$ cat src/rtl/btn_pkg.sv
// Shared constants and types for the push-button front-end.
package btn_pkg;

   localparam int BTN_DEBOUNCE_20MS = 1_000_000;
   localparam int BTN_REPEAT_DELAY  = 25_000_000;
   localparam int BTN_REPEAT_PERIOD = 5_000_000;

   localparam int BTN_UP     = 0;
   localparam int BTN_DOWN   = 1;
   localparam int BTN_SELECT = 2;

   typedef enum logic {
      IDLE = 1'b0,
      HOLD = 1'b1
   } rep_state_t;

endpackage

$ cat src/rtl/button_channel.sv
// One button channel: 2-flop synchroniser, debouncer, press/release pulses
// and hold-to-repeat pulse train.
//
// state | meaning
// IDLE  | no repeat activity; waiting for a press with repeat enabled
// HOLD  | button held with repeat enabled; rp_cnt paces repeat pulses
module button_channel
   import btn_pkg::*;
#(
   parameter int DEBOUNCE_CYCLES = BTN_DEBOUNCE_20MS,
   parameter int REPEAT_DELAY    = BTN_REPEAT_DELAY,
   parameter int REPEAT_PERIOD   = BTN_REPEAT_PERIOD
) (
   input  logic clk,
   input  logic rst,
   input  logic pressed_async,
   input  logic repeat_en,
   output logic level,
   output logic press_pulse,
   output logic release_pulse,
   output logic repeat_pulse,
   output logic press_next
);

   localparam int DW   = $clog2(DEBOUNCE_CYCLES + 1);
   localparam int RMAX = (REPEAT_DELAY > REPEAT_PERIOD) ? REPEAT_DELAY : REPEAT_PERIOD;
   localparam int RW   = $clog2(RMAX + 1);
   localparam logic [DW-1:0] DB_LAST   = DW'(DEBOUNCE_CYCLES - 1);
   localparam logic [RW-1:0] RP_FIRE   = RW'(REPEAT_DELAY);
   // When REPEAT_PERIOD > REPEAT_DELAY this wraps negative; the counter wraps
   // the same way, so the distance to RP_FIRE is still REPEAT_PERIOD-1 steps.
   localparam logic [RW-1:0] RP_RELOAD = RW'(REPEAT_DELAY - REPEAT_PERIOD + 1);

   logic [1:0]    sync;
   logic [DW-1:0] db_cnt;
   logic          mismatch;
   logic          db_hit;
   logic          release_next;

   rep_state_t    state_q, state_d;
   logic [RW-1:0] rp_cnt, rp_cnt_d;
   logic          repeat_next;

   // Two-flop synchroniser for the asynchronous pin level.
   always_ff @(posedge clk) begin
      if (rst) sync <= '0;
      else     sync <= {sync[0], pressed_async};
   end

   assign mismatch     = (sync[1] != level);
   assign db_hit       = mismatch && (db_cnt == DB_LAST);
   assign press_next   = db_hit && !level;
   assign release_next = db_hit && level;

   // Debounce counter, debounced level and edge pulses.
   always_ff @(posedge clk) begin
      if (rst) begin
         db_cnt        <= '0;
         level         <= 1'b0;
         press_pulse   <= 1'b0;
         release_pulse <= 1'b0;
      end else begin
         if (!mismatch || db_hit) db_cnt <= '0;
         else                     db_cnt <= db_cnt + DW'(1);
         if (db_hit) level <= ~level;
         press_pulse   <= press_next;
         release_pulse <= release_next;
      end
   end

   // Repeat FSM state, pacing counter and registered repeat pulse.
   always_ff @(posedge clk) begin
      if (rst) begin
         state_q      <= IDLE;
         rp_cnt       <= '0;
         repeat_pulse <= 1'b0;
      end else begin
         state_q      <= state_d;
         rp_cnt       <= rp_cnt_d;
         repeat_pulse <= repeat_next;
      end
   end

   // Repeat next-state: release or disable wins over a due repeat pulse.
   always_comb begin
      state_d     = state_q;
      rp_cnt_d    = rp_cnt;
      repeat_next = 1'b0;
      case (state_q)
         IDLE: begin
            if (press_next && repeat_en) begin
               state_d  = HOLD;
               rp_cnt_d = RW'(1);
            end
         end
         HOLD: begin
            if (release_next || !repeat_en) begin
               state_d  = IDLE;
               rp_cnt_d = '0;
            end else if (rp_cnt == RP_FIRE) begin
               repeat_next = 1'b1;
               rp_cnt_d    = RP_RELOAD;
            end else begin
               rp_cnt_d = rp_cnt + RW'(1);
            end
         end
         default: begin
            state_d  = IDLE;
            rp_cnt_d = '0;
         end
      endcase
   end

endmodule

$ cat src/rtl/button_conditioner.sv
// Button front-end: polarity normalisation, one conditioning channel per
// button, and a registered any-press summary.
module button_conditioner
   import btn_pkg::*;
#(
   parameter int N_BTN           = 3,
   parameter int ACTIVE_LOW      = 1,
   parameter int DEBOUNCE_CYCLES = BTN_DEBOUNCE_20MS,
   parameter int REPEAT_DELAY    = BTN_REPEAT_DELAY,
   parameter int REPEAT_PERIOD   = BTN_REPEAT_PERIOD
) (
   input  logic             clk,
   input  logic             rst,
   input  logic [N_BTN-1:0] btn_raw,
   input  logic [N_BTN-1:0] repeat_en,
   output logic [N_BTN-1:0] btn_level,
   output logic [N_BTN-1:0] btn_press,
   output logic [N_BTN-1:0] btn_release,
   output logic [N_BTN-1:0] btn_repeat,
   output logic             any_press
);

   if (DEBOUNCE_CYCLES < 1) begin : g_bad_db
      $error("button_conditioner: DEBOUNCE_CYCLES must be >= 1");
   end
   if (REPEAT_DELAY < 1) begin : g_bad_rd
      $error("button_conditioner: REPEAT_DELAY must be >= 1");
   end
   if (REPEAT_PERIOD < 1) begin : g_bad_rp
      $error("button_conditioner: REPEAT_PERIOD must be >= 1");
   end

   localparam logic POL = (ACTIVE_LOW != 0);

   logic [N_BTN-1:0] pressed;
   logic [N_BTN-1:0] press_next;

   assign pressed = btn_raw ^ {N_BTN{POL}};

   for (genvar g = 0; g < N_BTN; g++) begin : g_ch
      button_channel #(
         .DEBOUNCE_CYCLES (DEBOUNCE_CYCLES),
         .REPEAT_DELAY    (REPEAT_DELAY),
         .REPEAT_PERIOD   (REPEAT_PERIOD)
      ) u_ch (
         .clk           (clk),
         .rst           (rst),
         .pressed_async (pressed[g]),
         .repeat_en     (repeat_en[g]),
         .level         (btn_level[g]),
         .press_pulse   (btn_press[g]),
         .release_pulse (btn_release[g]),
         .repeat_pulse  (btn_repeat[g]),
         .press_next    (press_next[g])
      );
   end

   // Summary press flag, registered alongside the per-channel press pulses.
   always_ff @(posedge clk) begin
      if (rst) any_press <= 1'b0;
      else     any_press <= |press_next;
   end

endmodule

$ cat config.mk
export PLATFORM = sky130hd
export DESIGN_NAME = button_conditioner
export DESIGN_NICKNAME = d
export VERILOG_FILES = /design/src/rtl/btn_pkg.sv /design/src/rtl/button_channel.sv /design/src/rtl/button_conditioner.sv
export SDC_FILE = /design/constraint.sdc
export NUM_CORES = 1
export LEC_CHECK = 0
export BUFFER_PORTS_ARGS = -buffer_cell sky130_fd_sc_hd__buf_2
export CAP_MARGIN = 20
export CORE_UTILIZATION = 55
export CTS_BUF_LIST = sky130_fd_sc_hd__clkbuf_8
export CTS_CLUSTER_DIAMETER = 100
export DETAILED_ROUTE_END_ITERATION = 10
export PLACE_DENSITY_LB_ADDON = 0.15
export SKIP_LAST_GASP = 1
export SLEW_MARGIN = 10
export SYNTH_ARGS = -nofsm -noshare
export SYNTH_HDL_FRONTEND = slang
export SYNTH_SLANG_ARGS = --single-unit
$ cat constraint.sdc
create_clock -name clk -period 2.3 [get_ports clk]
set_input_delay 0.23 -clock clk [delete_from_list [all_inputs] [get_ports clk]]
set_output_delay 0.23 -clock clk [all_outputs]
set_load 0.02 [all_outputs]
==> results.sh <==
export IMPL_rsz0062_at_grt="no"
export IMPL_synth_edf_count=0
export IMPL_endpoint_kind="flop"
export IMPL_layout_common_cells="dfxtp_1, nor2_1, nand2_1"
export IMPL_ys_flop_type="dfxtp_1"
export IMPL_layout_drive_gt1_share_pct=12.2
export IMPL_drt_iter0_drc=471
export IMPL_num_vias=6670
export IMPL_rows=42
export IMPL_antenna_found_initial=0
export IMPL_fmax_mhz=471
export IMPL_slew_headroom_pct=31.9
export IMPL_combPwrFrac_pct=2.1
export IMPL_layout_setup_ws_ns=0.177
export IMPL_syn_area_sq_um=7730
export IMPL_switching_share_pct=21.4
export IMPL_maxCapViolations=0
export IMPL_cts_tree="done"
export IMPL_powerDensity_nw_per_um2=551
export IMPL_gp_congestion=0.910
export IMPL_fin_nets=1004
export IMPL_post_synth_cell_area_avg_sq_um=8.22
export IMPL_clock_sinks=157
export IMPL_period_share_pct=92.3
export IMPL_finalMaxSlewViolations=0
export IMPL_status="completed"
export IMPL_finClkSkew_ns=0.0110
export IMPL_gr_total_overflow=0
export IMPL_root_buffer="clkbuf_8"
export IMPL_clkPwrFrac_pct=40.5
export IMPL_area_growth_pct=11.6
export IMPL_ant_nets=0
export IMPL_peakVddDrop_mv=0.429
export IMPL_hpwlAfterDp_um=11900
export IMPL_worstPathArrival_ns=2.48
export IMPL_io_buffers=20
export IMPL_fill_cells=1194
export IMPL_route_detailed_drc=0
export IMPL_clockBufferDepth=2
export IMPL_die_area_sq_um=14500
export IMPL_drt_wirelength_per_cell_um=14.2
export IMPL_start_kind="flop"
export IMPL_setup_viol=0
export IMPL_cts_htree_levels=4
export IMPL_p_int_w=0.00374
export IMPL_die_h_um=121
export IMPL_seqPwrFrac_pct=57.4
export IMPL_num_io_pins=21
export IMPL_hold_viol_final=0
export IMPL_drt_total_wl_um=16700
export IMPL_core_area_sq_um=13500
export IMPL_grt_first_pass_wirelength_um=27800
export IMPL_first_pass_iters=5
export IMPL_syn_num_nets=957
export IMPL_antenna_cells=0
export IMPL_min_period_ns=2.12
export IMPL_ys_seq_area_share_pct=40.7
export IMPL_crit_path_max_fanout=8
export IMPL_vias_per_cell=5.68
export IMPL_post_place_ws_ns=-0.0561
export IMPL_grt_usage_pct=23.9
export IMPL_grt_max_degree=21
export IMPL_grt_pass1_vias=6010
export IMPL_power_w=0.00476
export IMPL_crit_type="reg -> reg"
export IMPL_final_common_cell="dfxtp_1"
export IMPL_min_path_type="in -> reg"
export IMPL_die_w_um=121
export IMPL_ys_ff_latch=157
export IMPL_power_leakage_nw=3.05
export IMPL_tightest_slew_ns=1.01
export IMPL_critPathRequiredTime_ns=2.66
export IMPL_synthArstFlopShare_pct=0
export IMPL_ys_warn_count=0
export IMPL_clk_pin_slew_ns=0.08
export IMPL_syn_inst=940
export IMPL_initial_core_util_pct=57.4
export IMPL_clk_latency_ns=0.46
export IMPL_power_switching_w=0.00102
export IMPL_synth_distinct_cells=70
export IMPL_cts_buffers=17
-- worst max-delay path: stages (launching register included) --
cell	delay, ns
dfxtp_1	0.37
nor4b_2	0.28
nand4_1	0.17
buf_4	0.20
o41ai_4	0.36
or2_2	0.29
o21ai_0	0.12
a22o_1	0.24
-- cells in the mapped netlist, drive strengths merged (12+ instances only) --
| cell type | n | area (sq um) |
|---|---|---|
| nand4 | 31 | 194 |
| inv | 30 | 113 |
| xor2 | 43 | 377 |
| buf | 26 | 178 |
| clkbuf | 22 | 85.1 |
| and3 | 27 | 169 |
| o21ai | 53 | 265 |
| nand3 | 59 | 300 |
| nor2 | 125 | 469 |
| dfxtp | 157 | 3140 |
| a31oi | 12 | 75.1 |
| a21oi | 35 | 175 |
| nor4 | 25 | 190 |
| a21o | 17 | 128 |
| nand2 | 82 | 310 |
| nor3 | 26 | 145 |
| or3 | 20 | 130 |
| xnor2 | 25 | 219 |
-- state kept, by name, indices dropped and copies added (netlist names) --
register	count
g_ch.u_ch.sync	6
g_ch.u_ch.repeat_pulse	3
g_ch.u_ch.state_q	3
any_press	1
g_ch.u_ch.press_pulse	3
g_ch.u_ch.release_pulse	3
g_ch.u_ch.rp_cnt	75
g_ch.u_ch.level	3
g_ch.u_ch.db_cnt	60
-- power groups by stage --
stage,combinational (W),clock [W],sequential [W]
global route,0.000110,0.00211,0.00273
detailed placement,0.0000958,0,0.00279
CTS,0.000100,0.00199,0.00273
finish,0.000101,0.00193,0.00273
global placement,0.0000959,0,0.00279
floorplan,0.0000585,0,0.00279
-- kinds of logic after synthesis --
kind of cell	after synthesis	share of synthesized area, %
mux	2	0.259
simple gates	464	31.6
xor+xnor	68	7.71
fa+ha+maj	9	1.46
buf+inv	78	4.86
flops	157	40.7
compound gates	162	13.5
-- worst paths after layout --
kind	startpoint	endpoint	slack [ns]	depth (start not counted)
worst max-delay path	g_ch[1].u_ch.db_cnt[13]$_SDFF_PP0_	g_ch[1].u_ch.rp_cnt[10]$_SDFFE_PP0P_	0.18	7
worst min-delay path	repeat_en[2]	g_ch[2].u_ch.state_q$_SDFF_PP0_	0.05	3
worst max register to register	g_ch[1].u_ch.db_cnt[13]$_SDFF_PP0_	g_ch[1].u_ch.rp_cnt[10]$_SDFFE_PP0P_	0.18	7
worst min register to register	g_ch[0].u_ch.sync[0]$_SDFF_PP0_	g_ch[0].u_ch.sync[1]$_SDFF_PP0_	0.44	1
-- cell type report --
cell class,instances,area (sq um),share of cell area (%)
Multi-Input combinational cell,705,4240,49.2
Sequential cell,157,3140,36.4
Timing Repair Buffer,76,532,6.17
Clock buffer,22,303,3.51
Tap cell,176,220,2.55
Inverter,30,113,1.31
Clock inverter,9,70.1,0.813
-- layer usage --
metal | GRT usage (%) | up-vias | part of all wire (%)
met2 | 37.7 | 132 | 45
met1 | 31.7 | 3078 | 49
met4 | 8.72 | 0 | 1.7
met5 | 0 | - | 0
li1 | - | 3431 | -
met3 | 5.75 | 29 | 3.6
-- what timing repair did --
item / in CTS / in global routing
hold buffers: 3 / 0
resized for setup: 2 / 3
pin swaps: 0 / 2
endpoints found under the hold margin: 3 / 0
setup endpoints to repair: 4 / 10
buffers inserted: 0 / 1
-- through the flow --
| stage | utilization (%) | cell area, sq um | std cells | hold slack (ns) | setup TNS (ns) |
|---|---|---|---|---|---|
| 2_1_floorplan | - | 7730 | 940 | 0.297 | 0 |
| 3_3_place_gp | 60.7 | 8170 | 1139 | 0.390 | -0.0292 |
| 3_5_place_dp | 60.7 | 8170 | 1139 | 0.392 | -0.103 |
| 4_1_cts | 63.8 | 8580 | 1173 | 0.0147 | 0 |
| 5_1_grt | 64.1 | 8620 | 1175 | 0.0355 | 0 |
| 6_report | 64.1 | 8620 | 1175 | 0.0494 | 0 |
(Power assumes the default switching activity.)
